$ cat config.mk
export PLATFORM = sky130hd
export DESIGN_NAME = l0_skew_fifo
export DESIGN_NICKNAME = d
export VERILOG_FILES = /design/src/rtl/l0_skew_fifo_pkg.sv /design/src/rtl/l0_skew_fifo_row_fifo.sv /design/src/rtl/l0_skew_fifo.sv
export SDC_FILE = /design/constraint.sdc
export NUM_CORES = 2
export LEC_CHECK = 0
export CAP_MARGIN = 30
export CORE_MARGIN = 2
export CORE_UTILIZATION = 60
export CTS_CLUSTER_SIZE = 16
export DETAILED_ROUTE_END_ITERATION = 12
export GPL_TIMING_DRIVEN = 0
export PLACE_DENSITY = 0.76
export SLEW_MARGIN = 20
export SYNTH_ARGS = -nofsm -noshare
export SYNTH_HDL_FRONTEND = slang
export SYNTH_SLANG_ARGS = --single-unit
$ cat constraint.sdc
create_clock -name clk -period 7.69 [get_ports clk]
set_input_delay 1.538 -clock clk [delete_from_list [all_inputs] [get_ports clk]]
set_output_delay 1.538 -clock clk [all_outputs]
set_load 0.03 [all_outputs]
$ cat src/rtl/l0_skew_fifo_pkg.sv
// Shared constants and types for the l0 skew FIFO (default geometry and
// instruction encodings driven toward the mac_tile array).
package l0_pkg;

    localparam int L0_ROW   = 8;
    localparam int L0_BW    = 4;
    localparam int L0_DEPTH = 64;

    localparam logic [1:0] INST_NOP  = 2'b00;
    localparam logic [1:0] INST_LOAD = 2'b01;
    localparam logic [1:0] INST_EXEC = 2'b10;

    // One pop request as it travels down the diagonal skew.
    typedef struct packed {
        logic       rd;
        logic [1:0] inst;
    } skew_t;

endpackage

$ cat src/rtl/l0_skew_fifo_row_fifo.sv
// One FIFO lane: wrap-bit pointers, registered output that holds its value
// when nothing is popped.
module l0_row_fifo #(
    parameter int bw    = 4,
    parameter int depth = 64
) (
    input  logic          clk,
    input  logic          reset,
    input  logic          wr,
    input  logic          rd,
    input  logic [bw-1:0] in,
    output logic [bw-1:0] out,
    output logic          o_full,
    output logic          o_empty
);
    localparam int AW = $clog2(depth);

    logic [AW:0]   wp;
    logic [AW:0]   rp;
    logic [bw-1:0] mem [depth];
    logic          push;
    logic          pop;

    assign o_empty = (wp == rp);
    assign o_full  = (wp[AW] != rp[AW]) && (wp[AW-1:0] == rp[AW-1:0]);
    assign push    = wr && !o_full;
    assign pop     = rd && !o_empty;

    always_ff @(posedge clk or posedge reset) begin
        if (reset) begin
            wp  <= '0;
            rp  <= '0;
            out <= '0;
        end else begin
            if (push) wp <= wp + 1'b1;
            if (pop) begin
                rp  <= rp + 1'b1;
                out <= mem[rp[AW-1:0]];
            end
        end
    end

    // Storage is left uninitialised by reset; the pointers define validity.
    always_ff @(posedge clk) begin
        if (push) mem[wp[AW-1:0]] <= in;
    end

endmodule

$ cat src/rtl/l0_skew_fifo.sv
// Skewed input staging buffer for the systolic array. Define L0_SKEW_EN for
// the one-cycle-per-row diagonal pop; otherwise all lanes pop together.
module l0_skew_fifo
    import l0_pkg::*;
#(
    parameter int row   = L0_ROW,
    parameter int bw    = L0_BW,
    parameter int depth = L0_DEPTH
) (
    input  logic              clk,
    input  logic              reset,
    input  logic              wr,
    input  logic [row*bw-1:0] in,
    input  logic              rd,
    input  logic [1:0]        inst,
    output logic [row*bw-1:0] out,
    output logic [2*row-1:0]  inst_out,
    output logic              o_full,
    output logic              o_empty,
    output logic              o_ready
);
    skew_t          live;
    skew_t          req [row];
    logic [row-1:0] lane_full;
    logic [row-1:0] lane_empty;
    logic           wr_ok;

    always_comb begin
        live      = '0;
        live.rd   = rd;
        live.inst = inst;
    end

`ifdef L0_SKEW_EN
    // Lane 0 uses the live request; lane i sees it i edges later.
    skew_t stage [1:row-1];

    always_ff @(posedge clk or posedge reset) begin
        if (reset) begin
            for (int i = 1; i < row; i++) stage[i] <= '0;
        end else begin
            stage[1] <= live;
            for (int i = 2; i < row; i++) stage[i] <= stage[i-1];
        end
    end

    always_comb begin
        req[0] = live;
        for (int i = 1; i < row; i++) req[i] = stage[i];
    end
`else
    always_comb begin
        for (int i = 0; i < row; i++) req[i] = live;
    end
`endif

    // Full is judged on pre-edge state, so a pop never makes room same-cycle.
    assign o_full  = |lane_full;
    assign o_empty = &lane_empty;
    assign o_ready = !o_full;
    assign wr_ok   = wr && !o_full;

    for (genvar g = 0; g < row; g++) begin : g_lane
        l0_row_fifo #(.bw(bw), .depth(depth)) u_fifo (
            .clk     (clk),
            .reset   (reset),
            .wr      (wr_ok),
            .rd      (req[g].rd),
            .in      (in[bw*g +: bw]),
            .out     (out[bw*g +: bw]),
            .o_full  (lane_full[g]),
            .o_empty (lane_empty[g])
        );

        always_ff @(posedge clk or posedge reset) begin
            if (reset)
                inst_out[2*g +: 2] <= INST_NOP;
            else if (req[g].rd && !lane_empty[g])
                inst_out[2*g +: 2] <= req[g].inst;
            else
                inst_out[2*g +: 2] <= INST_NOP;
        end
    end

endmodule

==> impl_metrics.json <==
{
  "endpoint_kind": "output pin",
  "grt_pass1_wl_um": 312000,
  "synthAdderAreaFrac": 0.00224,
  "r2r_cells": 9,
  "cts_max_path_buffers": 3,
  "coreArea_um2": 148000,
  "synth_top_area_share": 0.688,
  "fin_ws_ns": 1.31,
  "cts.reportedPaths.clkPinSlew_ns": 0.06,
  "hold-path-cell-count": 1,
  "layout_common_cells": "2048 x edfxtp_1, 524 x nor2_1, 374 x mux4_2, 281 x mux2i_1, 214 x clkbuf_16",
  "ys_types": 68,
  "grt_max_degree": 82,
  "cts_tree": "yes",
  "yosys-top-cells-area": "edfxtp_1 69%, mux4_2 9.4%, dfrtp_1 4.5%, mux2i_1 3.1%, nor2_1 2.2%",
  "rows": 141,
  "yosys.area_share.xor_xnor": 0.0147,
  "final_hold_viol_count": 0,
  "r2r_setup_slack_ns": 3.29,
  "min_path_type": "flip-flop to flip-flop",
  "async_flop_share": 0.0725,
  "clk_latency_ns": 0.86,
  "power.density_nw_per_um2": 363,
  "final_common_cell": "edfxtp_1",
  "layout.nets": 5476,
  "cp_top_family": "simple AND/OR/NAND/NOR gates",
  "tightest_slew_ns": 0.995,
  "overflow": 0,
  "setup-violations-final": 0,
  "yosysTopAreaCell": "edfxtp_1",
  "endpoint": "o_empty",
  "die_area_um2": 152000,
  "clockRootBuffer": "clkbuf_16",
  "area_growth_pct": 12.5,
  "rsz0062_at_grt": "false",
  "max_freq_mhz": 157,
  "drt_pass1_iterations": 8,
  "ant_nets": 0,
  "yosys_register_bits": 2208,
  "worstSetupPathDepth": 7,
  "relSlewSlack": 0.336,
  "netlist_area_um2": 89300,
  "grt_usage": 0.277,
  "worstPathMaxFanout": 10,
  "fin_skew_ns": 0.0354,
  "initial_core_util": 0.604,
  "io_pins": 89,
  "max_stage_delay_ns": 0.81,
  "avgRoutedWirePerCell_um": 27.8,
  "peakVddDrop_uv": 286,
  "yosysSeqAreaShare": 0.733,
  "synth_mux_area_frac": 0.129,
  "drive_gt1_frac": 0.182,
  "required_ns": 6.15,
  "r2r_start": "g_lane[2].u_fifo.rp[5]",
  "cap_viol_max_count": 0,
  "leakagePower_nw": 32.8,
  "antenna_found_initial": 10,
  "die_h_um": 390,
  "yosys.area_share.simple": 0.0677,
  "drc": 0,
  "crit_chain": "buf_4 -> xor2_1 -> nor4_1 -> nand4b_1 -> or4_1 -> nor4_1 -> clkdlybuf4s50_1",
  "worstSetupPathType": "flip-flop to output pin",
  "clock-sinks": 2208,
  "rr_endpoint": "g_lane[6].u_fifo.mem[3][0]",
  "synth-compound-area-share": 0.0347,
  "path_common_cell": "nor4_1",
  "dr.first_iter.drc_count": 6238,
  "routabilityCongestion": 0.923,
  "path_buf_inv": 2,
  "vias": 49093,
  "syn_inst": 5082,
  "ys.flop_type": "edfxtp_1",
  "min_period_over_period": 0.829,
  "cp-startpoint": "g_lane[2].u_fifo.rp[1]",
  "final_core_util": 0.680,
  "die_w_um": 390,
  "syn_nets": 5136,
  "drt_wl_total_um": 210000,
  "arrival_ns": 4.84,
  "first_global_vias": 49338,
  "postCtsSetupBuffers": 0,
  "status": "finished, final reports clean",
  "synth_edf_count": 2048,
  "synth_top_family_by_area": "multiplexers",
  "dp_worst_setup_slack_ns": 2.27,
  "maxSlewViolCount": 0,
  "postCtsResizedCells": 0,
  "io_buffers": 88,
  "layout_min_cycle_time_ns": 6.38,
  "vias_per_cell": 6.51,
  "synth_warnings": 0,
  "avgSynthCellArea_um2": 17.6,
  "cpMaxStageDelayCell": "clkdlybuf4s50_1",
  "place_hpwl_um": 136000,
  "critPathLaunchType": "flip-flop",
  "cts_hold_buf": 0,
  "numCtsBuffers": 212,
  "htree_levels": 4
}
-- through the flow --
stage	hold slack (ns)	TNS (ns)	instance area, um^2	instances	power (mW)
floorplan	0.460	0	89300	5082	22.0
CTS	0.488	0	100000	7538	36.4
finish	0.486	0	100000	7545	36.4
detailed placement	0.478	0	93200	7135	25.8
global placement	0.476	-191.93	92600	7100	25.5
global route	0.498	0	100000	7541	37.7
-- report_power, final --
part	switching, mW	internal, mW
Clock	4.45	6.25
Combinational	7.09	4.40
Sequential	0.383	13.9
-- final cells by class --
class | count | area (um^2)
Buffer | 339 | 1550
Multi-Input combinational cell | 2519 | 22200
Sequential cell | 2208 | 65500
Fill cell | 9418 | 47300
Inverter | 16 | 67.6
Tap cell | 1930 | 2410
Antenna cell | 4 | 10.0
Timing Repair Buffer | 126 | 1490
Clock buffer | 295 | 5900
Clock inverter | 108 | 1340
-- cell usage after synthesis (30+ instances only) --
cell type / count
o221ai_1: 33
nand2_1: 185
buf_1: 50
mux4_2: 374
nor2b_1: 62
nand3_1: 100
a21oi_1: 69
buf_2: 133
mux2i_1: 281
nor3_1: 92
xnor2_1: 102
a211oi_1: 43
dfrtp_1: 160
xor2_1: 48
clkbuf_1: 129
nand3b_1: 30
o21ai_0: 41
edfxtp_1: 2048
a22oi_1: 60
nor2_1: 524
nand4_1: 51
-- worst min-delay path by stage --
stage                      startpoint                      to  slack, ns
6_report       g_lane[7].u_fifo.wp[6]  g_lane[7].u_fifo.wp[6]       0.49
5_1_grt        g_lane[6].u_fifo.wp[6]  g_lane[6].u_fifo.wp[6]       0.50
4_1_cts        g_lane[5].u_fifo.rp[6]  g_lane[5].u_fifo.rp[6]       0.49
3_5_place_dp   g_lane[5].u_fifo.rp[6]  g_lane[5].u_fifo.rp[6]       0.48
3_3_place_gp   g_lane[4].u_fifo.wp[6]  g_lane[4].u_fifo.wp[6]       0.48
2_1_floorplan  g_lane[2].u_fifo.wp[6]  g_lane[2].u_fifo.wp[6]       0.46
-- sequential cells by signal, indices dropped and copies added (netlist names) --
| name | flops |
|---|---|
| g_lane.u_fifo.mem | 2048 |
| g_lane.u_fifo.out | 32 |
| g_lane.u_fifo.rp | 56 |
| g_lane.u_fifo.wp | 56 |
| inst_out | 16 |
-- routing by layer --
metal	GRT usage	vias to the layer above	wire length (um)
li1	-	20868	-
met1	0.396	24964	81700
met2	0.436	2809	99600
met3	0.0534	452	21000
met4	0.0950	0	7180
met5	0	-	0
-- cell families (layout without fill, tap and decap cells) --
group,Yosys count,in the layout
other cells,0,4
simple gates,1243,1243
compound gates,426,426
mux,684,684
flops,2208,2208
xor+xnor,150,150
fa+ha+maj,16,16
buf+inv,355,884
(Power assumes the default switching activity.)
